==> src/rtl/vn_debiaser.sv <==
// Von Neumann debiaser for a ring-oscillator entropy source: 2-FF synchroniser, decimation, pair debiasing.
// Optional repetition-count health test is compiled in when VN_RCT_EN is defined.
module vn_debiaser #(
    parameter int SAMPLE_DIV = 16,
    parameter int RCT_CUTOFF = 32
) (
    input  logic        clk,
    input  logic        rst,
    input  logic        enable,
    input  logic        ro_in,
    output logic        bit_out,
    output logic        bit_valid,
    output logic [15:0] discard_cnt,
    output logic        health_fail
);

    typedef enum logic {ST_FIRST, ST_SECOND} state_t;

    localparam logic [15:0] DIV_LAST = 16'(SAMPLE_DIV - 1);

    logic        sync1_q, sync2_q;
    logic [15:0] div_cnt_q, div_cnt_d;
    state_t      state_q, state_d;
    logic        first_bit_q, first_bit_d;
    logic        bit_out_q, bit_out_d;
    logic        bit_valid_q, bit_valid_d;
    logic [15:0] discard_cnt_q, discard_cnt_d;
    logic        strobe;
    logic        hf_block;

    function automatic logic [15:0] sat_inc16(input logic [15:0] v);
        return (v == 16'hFFFF) ? v : v + 16'd1;
    endfunction

    always_ff @(posedge clk or posedge rst) begin
        if (rst) begin
            sync1_q <= 1'b0;
            sync2_q <= 1'b0;
        end else begin
            sync1_q <= ro_in;
            sync2_q <= sync1_q;
        end
    end

    always_comb begin
        strobe    = enable && (div_cnt_q == DIV_LAST);
        div_cnt_d = div_cnt_q + 16'd1;
        if (!enable || strobe) begin
            div_cnt_d = 16'd0;
        end
    end

    // Pair FSM: a disabled sampler drops any half-collected pair silently.
    always_comb begin
        state_d       = state_q;
        first_bit_d   = first_bit_q;
        bit_out_d     = bit_out_q;
        bit_valid_d   = 1'b0;
        discard_cnt_d = discard_cnt_q;
        if (!enable) begin
            state_d = ST_FIRST;
        end else if (strobe) begin
            case (state_q)
                ST_FIRST: begin
                    first_bit_d = sync2_q;
                    state_d     = ST_SECOND;
                end
                ST_SECOND: begin
                    state_d = ST_FIRST;
                    if (sync2_q != first_bit_q) begin
                        bit_out_d   = first_bit_q;
                        bit_valid_d = !hf_block;
                    end else begin
                        discard_cnt_d = sat_inc16(discard_cnt_q);
                    end
                end
                default: state_d = ST_FIRST;
            endcase
        end
    end

    always_ff @(posedge clk or posedge rst) begin
        if (rst) begin
            div_cnt_q     <= 16'd0;
            state_q       <= ST_FIRST;
            first_bit_q   <= 1'b0;
            bit_out_q     <= 1'b0;
            bit_valid_q   <= 1'b0;
            discard_cnt_q <= 16'd0;
        end else begin
            div_cnt_q     <= div_cnt_d;
            state_q       <= state_d;
            first_bit_q   <= first_bit_d;
            bit_out_q     <= bit_out_d;
            bit_valid_q   <= bit_valid_d;
            discard_cnt_q <= discard_cnt_d;
        end
    end

`ifdef VN_RCT_EN
    logic [7:0] rep_cnt_q, rep_cnt_d;
    logic       last_q, last_d;
    logic       have_last_q, have_last_d;
    logic       hf_q, hf_d;

    // The failing strobe itself already suppresses any pair completing on it.
    always_comb begin
        rep_cnt_d   = rep_cnt_q;
        last_d      = last_q;
        have_last_d = have_last_q;
        hf_d        = hf_q;
        if (!enable) begin
            rep_cnt_d   = 8'd0;
            have_last_d = 1'b0;
        end else if (strobe) begin
            last_d      = sync2_q;
            have_last_d = 1'b1;
            if (!have_last_q || (sync2_q != last_q)) begin
                rep_cnt_d = 8'd1;
            end else if (rep_cnt_q != 8'hFF) begin
                rep_cnt_d = rep_cnt_q + 8'd1;
            end
            if (rep_cnt_d >= 8'(RCT_CUTOFF)) begin
                hf_d = 1'b1;
            end
        end
    end

    always_ff @(posedge clk or posedge rst) begin
        if (rst) begin
            rep_cnt_q   <= 8'd0;
            last_q      <= 1'b0;
            have_last_q <= 1'b0;
            hf_q        <= 1'b0;
        end else begin
            rep_cnt_q   <= rep_cnt_d;
            last_q      <= last_d;
            have_last_q <= have_last_d;
            hf_q        <= hf_d;
        end
    end

    assign hf_block    = hf_d;
    assign health_fail = hf_q;
`else
    logic unused_rct_cfg;
    assign unused_rct_cfg = ^RCT_CUTOFF;
    assign hf_block       = 1'b0;
    assign health_fail    = 1'b0;
`endif

    assign bit_out     = bit_out_q;
    assign bit_valid   = bit_valid_q;
    assign discard_cnt = discard_cnt_q;

endmodule

==> config.mk <==
export PLATFORM = sky130hd
export DESIGN_NAME = vn_debiaser
export DESIGN_NICKNAME = d
export VERILOG_FILES = /design/src/rtl/vn_debiaser.sv
export SDC_FILE = /design/constraint.sdc
export NUM_CORES = 1
export LEC_CHECK = 0
export ABC_AREA = 1
export CAP_MARGIN = 10
export CELL_PAD_IN_SITES_DETAIL_PLACEMENT = 0
export CELL_PAD_IN_SITES_GLOBAL_PLACEMENT = 1
export CORE_MARGIN = 3
export CORE_UTILIZATION = 35
export CTS_BUF_LIST = sky130_fd_sc_hd__clkbuf_4
export CTS_CLUSTER_DIAMETER = 40
export DETAILED_ROUTE_END_ITERATION = 10
export HOLD_SLACK_MARGIN = 0.05
export PLACE_DENSITY = 0.78
export SLEW_MARGIN = 20
export SYNTH_ARGS = -nofsm -noshare
export SYNTH_HDL_FRONTEND = slang
export SYNTH_SLANG_ARGS = --single-unit
==> constraint.sdc <==
create_clock -name clk -period 1.46 [get_ports clk]
set_input_delay 0.292 -clock clk [delete_from_list [all_inputs] [get_ports clk]]
set_output_delay 0.292 -clock clk [all_outputs]
set_load 0.01 [all_outputs]
==> impl_metrics.env <==
export IMPL_dieArea_mm2=0.00739
export IMPL_clk_pin_slew_ns=0.12
export IMPL_ys_seq_elements=38
export IMPL_grt_max_degree=39
export IMPL_htreeDepth=2
export IMPL_n_antenna_cell=0
export IMPL_numCtsBuffers=5
export IMPL_pwr_density_cell_mw_per_mm2=538
export IMPL_cts_root_buffer="clkbuf_4"
export IMPL_power_w=0.00172
export IMPL_rsz0062_at_grt="yes"
export IMPL_fin_crit_ns=1.51
export IMPL_drv_slew=0
export IMPL_grt_pass1_vias=2028
export IMPL_hold_class="in2async"
export IMPL_rr_endpoint="discard_cnt[2]"
export IMPL_port_buffer_count=21
export IMPL_worstPathArrival_ns=1.78
export IMPL_place_ws_ns=-0.204
export IMPL_synth_area_per_cell_um2=7.24
export IMPL_hold_viol=0
export IMPL_setup_slack_ns=-0.0487
export IMPL_most_common_layout_cells="97 x nand2_1, 50 x buf_4, 42 x nor2_1"
export IMPL_grt_pass1_wl_um=9630
export IMPL_antenna_found_initial=0
export IMPL_worstReg2RegStart="div_cnt_q[4]"
export IMPL_core_area_mm2=0.00606
export IMPL_die_w_um=86.0
export IMPL_rr_worst_depth=9
export IMPL_drtAntennaViolNets=0
export IMPL_via_per_inst=4.68
export IMPL_setup_viol=11
export IMPL_clockBufferDepth=2
export IMPL_vdd_drop_max_v=0.000321
export IMPL_globalplace_congestion=0.779
export IMPL_overflow=0
export IMPL_floorplan_die_height_um=86.0
export IMPL_topRoutingLayerUsed="met4"
export IMPL_ys_seq_area_share_pct=42.5
export IMPL_drc=0
export IMPL_cp_end_kind="flip-flop"
export IMPL_io_pin_count=23
export IMPL_crit_type="reg2reg"
export IMPL_drive_gt1_share_pct=28.7
export IMPL_crit_path_start_kind="flip-flop"
export IMPL_firstDrtPassIters=4
export IMPL_yosysWarnings=0
export IMPL_wl_um=5800
export IMPL_num_nets_final=396
export IMPL_clock_latency_ns=0.34
export IMPL_crit_fanout=7
export IMPL_leakagePower_nw=1.59
export IMPL_violations="setup timing"
export IMPL_max_freq_mhz=663
export IMPL_dr_wl_met3_um=233
export IMPL_ys_types=27
export IMPL_wl_met1_um=2860
export IMPL_met2_length_um=2630
export IMPL_placementRows=28
export IMPL_synthesis_area_mm2=0.00224
export IMPL_hpwl_um=3680
export IMPL_maxCapViolCount=0
export IMPL_final_common_cell="nand2_1"
export IMPL_grtUsageTotal_pct=16.7
export IMPL_syn2layout_area_growth_pct=42.7
export IMPL_dr_first_iter_drc_count=134
export IMPL_finClkSkew_ns=0.0170
export IMPL_wl_per_cell_um=12.5
export IMPL_reg2reg_slack_ns=-0.05
export IMPL_start_util_pct=36.9
export IMPL_period_share_pct=103
export IMPL_required_ns=1.73
export IMPL_synth_cells=309
export IMPL_outcome="finished, violations left"
export IMPL_cts_sinks=38
export IMPL_num_vias=2176
export IMPL_syn_nets=315
export IMPL_cts_tree="built"
==> stage by stage <==
| step | TNS (ns) | hold WS (ns) | utilization [%] | std cells | area (um2) |
|---|---|---|---|---|---|
| 3_5_place_dp | -3.05 | 0.348 | 45.5 | 427 | 2760 |
| 2_1_floorplan | 0 | 0.323 | - | 309 | 2250 |
| 3_3_place_gp | -2.96 | 0.338 | 45.5 | 427 | 2760 |
| 5_1_grt | -2.14 | 0.340 | 52.7 | 465 | 3190 |
| 6_report | -0.334 | 0.286 | 52.7 | 465 | 3190 |
| 4_1_cts | -0.306 | 0.292 | 50.7 | 456 | 3070 |
==> power breakdown <==
part	total (W)	switching [W]	internal, W
clock	0.000563	0.000344	0.000219
sequential	0.00107	0.00000945	0.00106
combinational	0.0000832	0.0000483	0.0000349
==> Yosys cell counts (all sizes together) <==
cell type	n	area (um2)
dfrtp	38	951
nand2	111	434
clkbuf	1	7.51
nand4	9	56.3
nand3	28	145
inv	31	116
nor3	7	35.0
o21ai	5	25.0
buf	5	38.8
nor3b	3	22.5
o21bai	1	7.51
nand3b	3	22.5
xor2	7	61.3
nor2	53	258
a21oi	2	10.0
xnor2	2	17.5
conb	1	3.75
ha	2	25.0
==> logic make-up after synthesis <==
family | after synthesis | share of synthesized area (%)
adders and majority gates | 2 | 1.12
buffers and inverters | 37 | 7.27
and+or+nand+nor | 214 | 43.5
AOI/OAI and AO/OA | 8 | 1.90
other | 1 | 0.168
xor gates and xnor gates | 9 | 3.52
DFF | 38 | 42.5
==> worst max-delay path by stage <==
stage,from,to,slack (ns),cells after the start
2_1_floorplan,discard_cnt[0],discard_cnt[12],0.002,10
4_1_cts,div_cnt_q[1],discard_cnt[8],-0.04,8
5_1_grt,div_cnt_q[0],discard_cnt[12],-0.15,9
3_5_place_dp,enable,discard_cnt[9],-0.20,8
3_3_place_gp,enable,discard_cnt[0],-0.19,8
6_report,div_cnt_q[4],discard_cnt[2],-0.05,9
==> layer usage <==
metal | track usage [%] | vias to the layer above
li1 | - | 1133
met1 | 23.5 | 1004
met2 | 25.4 | 34
met3 | 4.13 | 5
met4 | 4.32 | 0
met5 | 0 | -
==> flip-flops by register name, indices dropped and copies added (netlist names) <==
| name | count |
|---|---|
| bit_out | 1 |
| div_cnt_q | 16 |
| discard_cnt | 16 |
| state_q | 1 |
| sync2_q | 1 |
| first_bit_q | 1 |
| bit_valid | 1 |
| sync1_q | 1 |
==> what timing repair did <==
item                                    4_1_cts  5_1_grt
endpoints found under the setup margin       23       25
gates cloned                                  2        0
pin swaps                                    19       15
resized for setup                            41       25
setup buffers                                20        9
hold buffers                                  0        0
==> worst max-delay path: stages (launching register included) <==
cell,delay (ns)
dfrtp_1,0.44
nor2_1,0.11
nand2_1,0.10
nor2_4,0.15
nand2_4,0.09
nor2_8,0.16
buf_12,0.14
buf_12,0.11
nand3_2,0.06
nand2_1,0.07
==> area by class of cell <==
cell class	instances	area, um2
Tap cell	75	93.8
Clock buffer	7	52.6
Fill cell	595	2870
Multi-Input combinational cell	235	1260
Timing Repair Buffer	79	708
Inverter	31	116
Sequential cell	38	957
Power figures use the tool's default switching activity.
==> patch 1 (same settings) <==
Add an input register stage for `ro_in`, cleared by the reset; this delays it by one clock. The other inputs are not delayed to match.
--- a/src/rtl/vn_debiaser.sv
+++ b/src/rtl/vn_debiaser.sv
@@ -19,4 +19,14 @@
     localparam logic [15:0] DIV_LAST = 16'(SAMPLE_DIV - 1);
 
+    logic ro_q;
+
+    always_ff @(posedge clk or posedge rst) begin
+        if (rst) begin
+            ro_q <= '0;
+        end else begin
+            ro_q <= ro_in;
+        end
+    end
+
     logic        sync1_q, sync2_q;
     logic [15:0] div_cnt_q, div_cnt_d;
@@ -38,5 +48,5 @@
             sync2_q <= 1'b0;
         end else begin
-            sync1_q <= ro_in;
+            sync1_q <= ro_q;
             sync2_q <= sync1_q;
         end
Behaviour: same outputs for any inputs over 10 cycles, from zero or initial values and one cycle with rst high; that may be too few to reach the edited logic, so the function may still have changed.
==> patch 1 against the original RTL <==
  * The flow still finishes with violations (negative setup slack)
  * Total power grew 3.4%
  * Hold slack lost 0.016 ns
  * Via count grew 3.0%
  * Final area grew 3.1%
  * Area after synthesis grew 1.1%
  * First-iteration DRC count shrank 3.7%
  * Clock power grew 5.7%
  * Combinational power shrank 2.4%
  * Cell count grew 0.22%
  * Routed wire length grew 6.5%
  * Sequential cell count grew 1
  * Worst setup slack lost 0.047 ns
  * Largest power group unchanged
  * Highest routed layer unchanged
==> patch 1: results (changes against the original RTL) <==
run status finished with violations; violations in the final reports negative setup slack; Area growth, synth to finish 45.46%; number of instances in the synthesized netlist 310 (+0.32%); detailed route wirelength on metal2 2902 um (+10%); start point of the critical path discard_cnt[1]; slowest library cell on the worst path sky130_fd_sc_hd__dfrtp_2; comb pwr 81.2 uW (-2.4%); final hold slack 0.2696 ns (-0.01643 ns); switching power 426.0 uW (+6.1%); setup TNS -1.386 ns (-1.053 ns); peak clock frequency supported by timing 642.8 MHz (-3.0%); detail-routed via count per cell 4.809 (+2.8%); Post-Route M1 WL 2841 um (-0.80%); Clk pwr share 33.5% (+0.7 points); wire length after detailed routing 6178 um (+6.5%); fin worst setup slack -0.09577 ns (-0.04702 ns); worst r2r path cells 11 (+2); routed length on met3 350 um (+50%); highest net fanout along the worst path 8 (+1); instance area at placement 2783 um^2 (+0.82%); critical path arrival 1.82 ns (+0.04 ns); Filler cells 587 (-1.3%); total routing usage reported by global routing 18.55% (+1.9 points); Final Skew 0.008340 ns (-0.008655 ns); violation count after the first detailed-route iteration 129 (-3.7%); reg-to-reg critical path endpoint discard_cnt[10]; fraction of power spent switching nets 24.00% (+0.62 points); slowest stage delay, CP roughly 0.43 ns; wire length of the first global-routing pass 10,900 um (+13%); leading post-synthesis cells by instance count 108 x sky130_fd_sc_hd__nand2_1, 45 x sky130_fd_sc_hd__nor2_1, 39 x sky130_fd_sc_hd__dfrtp_1; share of cells above drive strength 1 32.23% (+3.5 points); worst vdd rail ir drop 0.3583 mV (+12%); number of failing setup endpoints in the final timing report 16 (+5); Final GP Congestion 0.8495 (+9.0%); leakage dissipation 0.001636 uW (+2.8%); cell types with the largest area share after synthesis sky130_fd_sc_hd__dfrtp_1 43%, sky130_fd_sc_hd__nand2_1 18%, sky130_fd_sc_hd__nor2_1 7.5%; largest net degree at the start of global routing 40 (+2.6%); HPWL reported at the end of detailed placement 3778 um (+2.6%)
## patch 1: what timing repair did
action                                  CTS  global route
buffers inserted                         30             0
pin swaps                                25            17
gates resized for setup                  69            14
cloned                                    3             0
endpoints found under the setup margin   35            24
## patch 1: cells by family (layout without fill, tap and decap cells)
group | Yosys count | count (layout) | synth area share (%)
adders and majority gates | 2 | 2 | 1.106
buffers and inverters | 37 | 117 | 7.190
xor gates and xnor gates | 9 | 9 | 3.485
DFF | 39 | 39 | 43.14
other | 1 | 1 | 0.1658
and+or+nand+nor | 214 | 215 | 43.03
AOI/OAI and AO/OA | 8 | 8 | 1.880
## patch 1: area by class of cell
class,instances,share of cell area (%)
tap,75,2.852
inverter,31,3.536
clock buffer,7,1.597
timing repair buffer,78,22.05
clock inverter,1,0.1521
sequential,39,29.89
multi-input combinational,235,39.92
## patch 1: per-layer routing
layer | track usage (%) | vias up
li1 | - | 1136
met3 | 3.707 | 8
met2 | 29.07 | 50
met1 | 26.00 | 1047
met4 | 5.241 | 0
met5 | 0 | -
==> patch 2 (same flow settings) <==
Without the edit above. The option `VN_RCT_EN` is turned on by a define.
--- a/src/rtl/vn_debiaser.sv
+++ b/src/rtl/vn_debiaser.sv
@@ -1,4 +1,6 @@
 // Von Neumann debiaser for a ring-oscillator entropy source: 2-FF synchroniser, decimation, pair debiasing.
 // Optional repetition-count health test is compiled in when VN_RCT_EN is defined.
+`define VN_RCT_EN
+
 module vn_debiaser #(
     parameter int SAMPLE_DIV = 16,
Check against the original RTL: no difference found for any inputs over 10 cycles, from zero or initial values and one cycle with rst high; that may be too few to reach the edited logic, so the function may still have changed.
==> patch 2 against the original RTL <==
  * The flow still finishes with violations (negative setup slack)
  * Sequential cell count is 11 higher
  * Area after synthesis up 24%
  * Worst setup slack got worse by 0.086 ns
  * Clock power is 17% higher
  * Total power is 27% higher
  * Final area up 30%
  * Clock skew fell by 0.0082 ns
  * Hold slack got worse by 0.098 ns
  * Critical path depth is 1 lower
  * Maximum frequency is 5.4% lower
  * Sequential share of layout area is 0.31 points lower
  * Routed wire length up 22%
  * Critical path type unchanged
  * Largest power group unchanged
==> patch 2: results (changes against the original RTL) <==
critical path arrival 1.87 ns (+0.09 ns); most common cell after layout, fill and taps aside sky130_fd_sc_hd__buf_4; clock slew at the register clock pins of the worst setup and hold paths 0.15 ns (+0.03 ns); power in the clock group 657 uW (+17%); Final Skew 0.008829 ns (-0.008166 ns); share of power burned in registers 63.3% (+0.9 points); run status finished with violations; wire length of the first global-routing pass 11,760 um (+22%); Clock Latency Late Sink 0.37 ns (+0.03 ns); wire length after detailed routing 7102 um (+22%); cell count after placement 518 (+21%); cell types with the largest area share after synthesis sky130_fd_sc_hd__dfrtp_1 44%, sky130_fd_sc_hd__nand2_1 11%, sky130_fd_sc_hd__inv_1 6.8%; violations in the final reports negative setup slack; share of the synthesized area in compound gates (AO/OA/AOI/OAI) 9.189% (+7.3 points); violation count after the first detailed-route iteration 90 (-33%); XOR/XNOR Fraction of Synth Area 5.676% (+2.2 points); met2 routing resource usage after global routing 27.81% (+2.4 points); leakage dissipation 0.002015 uW (+27%); Post-Route M1 WL 3225 um (+13%); share of cells above drive strength 1 39.74% (+11 points); fin worst setup slack -0.1351 ns (-0.08634 ns); detailed route wirelength on metal2 3601 um (+37%); total routing usage reported by global routing 16.29% (-0.37 points); number of failing setup endpoints in the final timing report 31 (+20); syn_nets 357 (+13%); via count of the first global-routing pass 2,545 (+25%); Post-Synth Adder-Cell Area 1.351% (+0.23 points); Avg Inst Size Synth 7.936 um^2 (+9.6%); Post-Layout Cell Count 557 (+20%); routed length on met3 190 um (-18%); setup slack after placement -0.1592 ns (+0.04470 ns)
-- patch 2: changes by cell type after synthesis, sizes merged, moves of 2 or more --
cell / before / now
nand2: 111 / 88
o22ai: 0 / 3
nand4: 9 / 6
a21oi: 2 / 14
nor3: 7 / 11
dfrtp: 38 / 49
nor3b: 3 / 0
xor2: 7 / 11
nand3b: 3 / 0
inv: 31 / 51
o211ai: 0 / 2
o21ai: 5 / 22
xnor2: 2 / 7
nor2: 53 / 44
-- patch 2: final cells by class --
type / instances / area [um^2] / area share, %
multi-input combinational: 243 / 1568 / 37.70
sequential: 49 / 1234 / 29.66
timing repair buffer: 106 / 967.2 / 23.26
inverter: 52 / 211.5 / 5.084
tap: 99 / 123.9 / 2.978
clock buffer: 5 / 37.54 / 0.9025
clock inverter: 3 / 17.52 / 0.4212
-- patch 2: repair_timing --
item	CTS	global route
endpoints found under the setup margin	56	44
cloned	2	1
gates resized for setup	83	54
setup buffers	18	11
pin swaps	12	28
